### src/rtl/inv_shiftrows_stream.sv
// Streaming InvShiftRows: gathers four 32-bit column words into a 128-bit
// AES state and emits the row-rotated state with a valid/ready handshake.
module inv_shiftrows_stream #(
  parameter bit BYPASS = 1'b0
) (
  input  logic         clk,
  input  logic         rst_n,
  input  logic         in_valid,
  output logic         in_ready,
  input  logic [31:0]  in_word,
  output logic         out_valid,
  input  logic         out_ready,
  output logic [127:0] out
);

  logic [1:0]   cnt;
  logic [95:0]  gather;
  logic         in_beat;
  logic         last_beat;
  logic [127:0] assembled;
  logic [127:0] permuted;
  logic [127:0] next_out;
  int unsigned  src;

  // Stall only the final word, and only while the output slot is still occupied.
  always_comb begin
    in_ready  = !((cnt == 2'd3) && out_valid && !out_ready);
    in_beat   = in_valid && in_ready;
    last_beat = in_beat && (cnt == 2'd3);
    assembled = {gather, in_word};
  end

  // Byte k = 4*col + row takes its source from column (col - row) mod 4.
  always_comb begin
    permuted = '0;
    src      = 0;
    for (int unsigned k = 0; k < 16; k++) begin
      src = 4 * (((k / 4) - (k % 4)) & 32'd3) + (k % 4);
      permuted[127 - 8*k -: 8] = assembled[127 - 8*src -: 8];
    end
    next_out = BYPASS ? assembled : permuted;
  end

  // Beat counter and gather register for columns 0..2.
  always_ff @(posedge clk or negedge rst_n) begin
    if (!rst_n) begin
      cnt    <= '0;
      gather <= '0;
    end else if (in_beat) begin
      cnt <= cnt + 2'd1;
      case (cnt)
        2'd0:    gather[95:64] <= in_word;
        2'd1:    gather[63:32] <= in_word;
        2'd2:    gather[31:0]  <= in_word;
        default: ;
      endcase
    end
  end

  // Output register: a new state loads on the final word, even in the same
  // cycle the previous state is consumed, so back-to-back states see no bubble.
  always_ff @(posedge clk or negedge rst_n) begin
    if (!rst_n) begin
      out_valid <= 1'b0;
      out       <= '0;
    end else if (last_beat) begin
      out_valid <= 1'b1;
      out       <= next_out;
    end else if (out_ready) begin
      out_valid <= 1'b0;
    end
  end

endmodule

### config.mk
export PLATFORM = sky130hd
export DESIGN_NAME = inv_shiftrows_stream
export DESIGN_NICKNAME = d
export VERILOG_FILES = /design/src/rtl/inv_shiftrows_stream.sv
export SDC_FILE = /design/constraint.sdc
export NUM_CORES = 1
export LEC_CHECK = 0
export CAP_MARGIN = 20
export CORE_ASPECT_RATIO = 0.7
export CORE_MARGIN = 1
export CORE_UTILIZATION = 56
export DETAILED_ROUTE_END_ITERATION = 12
export PLACE_DENSITY = 0.9
export SLEW_MARGIN = 20
export SYNTH_ARGS = -nofsm -noshare
export SYNTH_HDL_FRONTEND = slang
export SYNTH_SLANG_ARGS = --single-unit
### constraint.sdc
create_clock -name clk -period 2.4 [get_ports clk]
set_input_delay 0.24 -clock clk [delete_from_list [all_inputs] [get_ports clk]]
set_output_delay 0.24 -clock clk [all_outputs]
set_load 0.1 [all_outputs]
Word-level counts from Yosys, hierarchy flattened:

Cells that the tools add are included.

* register bits: 227
* bits in latches: 0
* memory bits (writable): 0
* ROM bits: 0
* input bits: 36
* output and inout port bits: 130
* word-level logic and storage cells: 23
* memories kept: 0

* $add $sub $neg: 1
* multipliers: 0
* divide/modulo/power cells: 0
* $lt $le $gt $ge: 0
* equal/unequal tests: 3
* shift-type cells: 0
* muxes and demuxes: 2
* bitwise logic cells: 0
* reductions and logical operators: 11

Operators by type and width (number)
* AND reduction 2 bit: 3
* == test 2 bit (second input constant): 2
* logical AND 1 bit: 4
* adder 2 x 1 -> 2 bit (second input constant): 1
* == test 2 x 1 -> 1 bit (second input constant): 1
* logical NOT 1 bit: 2
* logical NOT 2 bit: 1
* 2-to-1 mux 1 bit: 2
* nonzero test 2 bit: 1

Longest topological paths before layout:

* word-level depth: 7
* depth in mapped cells: 6
* mapped depth without buffers: 4

Least setup slack after synthesis:

Ideal clock, no wire load.

* path type: flip-flop to flip-flop
* start: register out_valid
* end: register gather[0]
* library setup time: 125 ps
* arrival: 2361 ps
* data required time: 2275 ps
* setup slack: -86 ps
* cell stages (with the launch flop): 6
* path buffers: 2
* clock period less this slack: 2486 ps
* path through: dfrtp_1 > nand3b_4 > and3_1 > buf_6 > buf_6 > mux2_4

* cells in the longest elaborated chain, start to end: 5

Ends and longest elaborated chain
* start, declared: line 11 `output logic out_valid,`
* start signal, assigned: line 64 `out_valid <= 1'b0;`
* start signal, assigned: line 67 `out_valid <= 1'b1;`
* start signal, assigned: line 70 `out_valid <= 1'b0;`
* logical AND 1 bit (2 in a row): line 27 `in_ready = !((cnt == 2'd3) && out_valid && !out_ready);`
* logical NOT 1 bit: line 27
* via in_ready: line 9 `output logic in_ready,`
* logical AND 1 bit: line 28 `in_beat = in_valid && in_ready;`
* AND reduction 2 bit (no line)
* end signal, assigned: line 54 `2'd2: gather[31:0] <= in_word;`
* end, declared: line 17 `logic [95:0] gather;`

The timed path passes the listed nets, and every way through them passes these cells.
A chain may end at the register's enable or synchronous reset.

Worst setup path after layout:

* start: register cnt[0]
* end: register gather[6]

* cells in the longest elaborated chain, start to end: 6
* elaborated cells between the ends (all ways): 7
* classes of those cells: eq/ne (2); reduce/logical (5)

Ends and longest elaborated chain
* start, declared: line 16 `logic [1:0] cnt;`
* start signal, assigned: line 50 `cnt <= cnt + 2'd1;`
* == test 2 bit: line 27
* logical AND 1 bit (2 in a row): line 27
* logical NOT 1 bit: line 27
* logical AND 1 bit: line 28
* AND reduction 2 bit (no line) (*)

Every way passes the cells marked *; elsewhere a longest branch is shown, timed or not.

==> results.tsv <==
stage	metric	value	unit
outcome	status	finished clean	
synth	Synth Instances	494	
clock_tree	CTS Buf Count	22	
placement	# port buffers	165	
flow_run	number of max-cap violations	0	
route	first drt pass iteration count	4	
floorplanning	die height	108	um
sta	RSZ-0062 raised after global routing	no	
route	final WL	17900	um
floorplanning	die width	153	um
worst_setup_path	CP max FO	16	
placement	GPL Wtd Cong	0.784	
synth	largest cells by area after synthesis	dfrtp_1, mux2_2, mux2_4	
cells_and_area	# diodes	0	
route	drt drc	0	
sta	Least-Margin Pin Slew	0.614	ns
worst_setup_path	Critical Path AT	2.33	ns
cells_and_area	Final Instance Area	0.0112	mm^2
worst_setup_path	reg-to-reg critical path startpoint	cnt[0]	
clock_tree	Root Driver	clkbuf_16	
global_routing	initial antenna violation count	0	
synth	post-synthesis cell type count	15	
cells_and_area	commonest cells after routing, fill and taps aside	dfrtp_1, buf_4, mux2_2	
sta	Final Cycle Share	0.819	
global_routing	grt ovf	0	
sta	Min Hold Slack	0.331	ns
worst_setup_path	RR Endpoint	gather[6]	
floorplanning	std cell rows	38	
worst_setup_path	r2r worst-path depth	5	
synth	Seq/Total Area, Yosys	0.636	
sta	Final Max Tran Viols	0	
placement	dpl cell area	0.0104	mm^2
worst_setup_path	crit path kind	register to register	
synth	syn_nets	534	
route	Antenna Nets Post-Route	0	
worst_setup_path	WP data required	2.77	ns
placement	HPWL Detailed	12000	um
cells_and_area	share of cells above drive strength 1	0.583	
route	Initial DRC Count	182	
sta	skew final	0.0138	ns
sta	Final Hold Fails	0	
sta	TNS Setup	0	ns
clock_tree	Resized Gates After CTS	0	
sta	Setup violations, final	0	
synth	mapped cell area	0.00893	mm^2
floorplanning	Starting Density	0.575	
clock_tree	Clock Sinks	227	
synth	syn avg cell area	18.1	um^2
sta	slew margin rel.	0.590	
worst_setup_path	Worst setup EP type	register	
route	via/cell ratio	5.32	
synth	Yosys top cell by area	dfrtp_1	
clock_tree	worst-skew pair later-pin latency	0.49	ns
synth	synth warn	0	
clock_tree	# H-tree levels	1	
route	vias	4711	
cells_and_area	area growth from synthesis to layout	25.0	%
clock_tree	CTS tree	yes	
cells_and_area	Final nets	712	
global_routing	vias in the first global route	5112	
clock_tree	clk buf depth	3	
worst_setup_path	flop2flop setup slack	0.44	ns
sta	Final min period	1.96	ns
floorplanning	Core ar.	0.0155	mm^2
cells_and_area	most common cell after layout, fill and taps aside	dfrtp_1	
floorplanning	die area	0.0165	mm^2
floorplanning	Ports	166	
global_routing	first-pass GRT wire length	29300	um
synth	share of the synthesized area in the top cell type	0.636	
cells_and_area	fill count	965	
sta	Max Freq	509	MHz
route	WL/cell	20.2	um
synth	Synth Register Bits	227	
worst_setup_path	startpoint types	register	
global_routing	pin count of the biggest net entering global routing	87	
hold_path	hold crit path type	primary input to asynchronous set/reset pin	
clock_tree	Worst-path clk slew	0.06	ns
global_routing	Overall Global Routing Usage	0.228	
cells_and_area	final core occ	0.718	
[Yosys cell counts]
cell and n:
dfrtp_1 227, mux2_2 125, ha_1 4, xnor2_1 1
nand3b_4 1, nand2_1 2, mux2_4 90, inv_1 2
mux2_1 10, nand3_2 1, and3_1 4, nand2b_1 1
buf_4 1, buf_2 7, buf_6 18
[per-stage QoR]
step | cells | worst slack, ns
after floorplan | 494 | 0.288
after detailed placement | 847 | 0.413
after CTS | 886 | 0.454
after global placement | 847 | 0.468
after global routing | 886 | 0.372
final | 886 | 0.435
[worst max path at each step]
stage	start	to	slack, ns	cells after the start
after floorplan	out_valid	gather[0]	0.29	5
after global placement	out_ready	out[33]	0.47	5
after detailed placement	in_valid	gather[6]	0.41	4
after CTS	cnt[0]	gather[6]	0.45	5
after global routing	cnt[0]	gather[6]	0.37	5
final	cnt[0]	gather[6]	0.44	5
[critical path: stages, from the launching register on]
cell and delay [ns]:
dfrtp_1 0.44, ha_1 0.31, nand3b_4 0.13, and3_2 0.40, buf_12 0.23, mux2_4 0.32
[final cells by class]
class,instances,area (um^2),share of cell area
clock buffers,31,646,0.0578
flip-flops and latches,227,5680,0.509
well taps,200,250,0.0224
multi-input cells,239,3010,0.270
clock inverters,7,65.1,0.00583
repair buffers,180,1510,0.135
inverters,2,7.51,0.000672
[cells by family (layout without fill, tap and decap cells)]
| group | Yosys count | count (layout) | share of synthesized area |
|---|---|---|---|
| flops | 227 | 227 | 0.636 |
| mux | 225 | 225 | 0.321 |
| buf+inv | 28 | 220 | 0.0283 |
| simple gates | 9 | 9 | 0.00770 |
| fa+ha+maj | 4 | 4 | 0.00560 |
| xor+xnor | 1 | 1 | 0.000981 |
[what timing repair did]
| action | 4_1_cts | 5_1_grt |
|---|---|---|
| buffers inserted | 0 | 0 |
| hold buffers | 1 | 0 |
| endpoints found under the hold margin | 68 | 0 |
[registers in the layout (all words and copies together), names as in the netlist]
signal,flops
out,128
gather,96
cnt,2
out_valid,1
[routing by layer]
layer  vias to the layer above  part of all wire  wire [um]  GRT usage
met2                       131              0.46       8190      0.354
met1                      2467              0.47       8340      0.328
met3                        16             0.065       1160     0.0636
met4                         0             0.011        196     0.0375
met5                         -                 0          0          0
li1                       2097                 -          -          -
Power is not shown: default switching activity piles up to over one toggle a cycle in this logic, so the estimate is an artifact.
==> RTL edit (same settings) <==
Reset style: synchronous (`rst_n`), changed in 2 clocked blocks.
--- a/src/rtl/inv_shiftrows_stream.sv
+++ b/src/rtl/inv_shiftrows_stream.sv
@@ -43,5 +43,5 @@
 
   // Beat counter and gather register for columns 0..2.
-  always_ff @(posedge clk or negedge rst_n) begin
+  always_ff @(posedge clk) begin
     if (!rst_n) begin
       cnt    <= '0;
@@ -60,5 +60,5 @@
   // Output register: a new state loads on the final word, even in the same
   // cycle the previous state is consumed, so back-to-back states see no bubble.
-  always_ff @(posedge clk or negedge rst_n) begin
+  always_ff @(posedge clk) begin
     if (!rst_n) begin
       out_valid <= 1'b0;
Behaviour: not the same (Yosys sat finds a counterexample within 10 cycles, from zero or initial values and one cycle with rst_n low; the reset may be asserted at any time).
==> RTL edit against the original RTL <==
The run now ends with DRC left. Count of clock-buffer cells in the layout is 4 lower. Worst setup slack better by 87 ps. First-iteration DRC count grew to 3.7 times the old value. Wire length is 25% higher. Critical endpoint is now in_ready. Final area is 1.6% lower. Via count is 58% higher. Clock skew is 7.4 ps lower. Critical path type is now flip-flop to primary output. Synthesized area is 0.46% lower. Critical path depth is 2 lower. Sequential cell count stayed put.
Power is left out: it rests on default switching activity, and per cell area and clock period it moved more than threefold.
==> RTL edit: results <==
[run_status]
status = finished, violations left
violations = DRC

[routing]
viasPerCell = 5.80
wire_per_inst_um = 17.3
drt_iter0_drc = 679
ant_nets = 0
drt_pass1_iterations = 9
drcViolationCount = 10

[placed_design]
routabilityCongestion = 0.811
io_buffer_count = 165
dp_hpwl_um = 13900

[setup_path]
cp_top_family = flip-flops
crit_path_top_delay_cell = dfxtp_1
critPathMaxStageDelay_ps = 410
path_max_fanout = 6
timing.critical_path.arrival_ps = 1640

[timing]
slew_headroom = 0.679
fin_worst_skew_ps = 6.34

[clock_tree]
clockBufferDepth = 3
clk_latency_ps = 490
ctsResizeCount = 0
cts_buffers = 21
postCtsSetupBuffers = 0
cts_root_buf = clkbuf_16
path_clk_slew_ps = 60
cts.htree.levels = 1

[yosys]
ys_top_cells_by_area = dfxtp_1, mux2i_1, a21boi_1, o21ai_1, nand3_1
synthTopCellsByCount = dfxtp_1, nand2_1, a21boi_1, o21ai_1, nand3_1
synth_nets = 994
synth-xor-area-share = 0
synthAdderAreaFrac = 0.00563
seq_area_frac_synth = 0.511
synth_cell_types = 19
muxShareOfSynthArea = 0.109
ys_async_sr_fraction = 0
synth_compound_area_frac = 0.182
ys_warn_count = 0

[worst_hold_path]
hold_class = input pin to flip-flop

[final_layout]
final_layout_size_suffix_gt1_frac = 0.184
nNetsFinal = 1110
num_antenna_cells = 0
reg_top3 = out: 128 flops, gather: 96 flops, cnt: 2 flops
fill_cells = 1119

[global_route]
grt_usage = 0.269
antenna_found_initial = 1
grt_pass1_vias = 6945
grt_max_degree = 78
grt_pass1_wl_um = 36000
RTL edit: cell type report:
class,instances,area share
multi-input cells,628,0.352
clock buffers,27,0.0535
inverters,2,0.000683
repair buffers,190,0.150
flip-flops and latches,227,0.414
clock inverters,10,0.00706
well taps,200,0.0228
RTL edit: cell families after synthesis:
logic type,count (synthesis)
buffers and inverters,99
AOI/OAI and AO/OA,258
and+or+nand+nor,269
DFF,227
adders and majority gates,4
muxes,97
RTL edit: worst paths after layout:
path / startpoint / end / depth (start not counted) / slack, ps
worst min register to register: gather[89]$_SDFFE_PN0P_ / out[121]$_SDFFE_PN0P_ / 2 / 460
worst max register to register: cnt[0]$_SDFFE_PN0N_ / out[105]$_SDFFE_PN0P_ / 5 / 620
worst max-delay path: cnt[0]$_SDFFE_PN0N_ / in_ready / 3 / 520
worst min-delay path: rst_n / out[86]$_SDFFE_PN0P_ / 2 / 130
RTL edit: through the flow:
stage	utilization	instance area [sq um]	worst slack [ps]	std cells
after floorplan	-	8890	75.6	954
after global placement	0.666	10300	591	1247
after detailed placement	0.666	10300	504	1247
after CTS	0.709	11000	532	1284
after global routing	0.709	11000	493	1284
final	0.709	11000	522	1284
RTL edit: layer usage:
metal,vias up,track usage,part of all wire,wire length [um]
met3,37,0.0479,0.074,1660
met1,3571,0.391,0.46,10300
li1,3552,-,-,-
met5,-,0,0,0
met2,286,0.413,0.45,9930
met4,0,0.0657,0.018,411
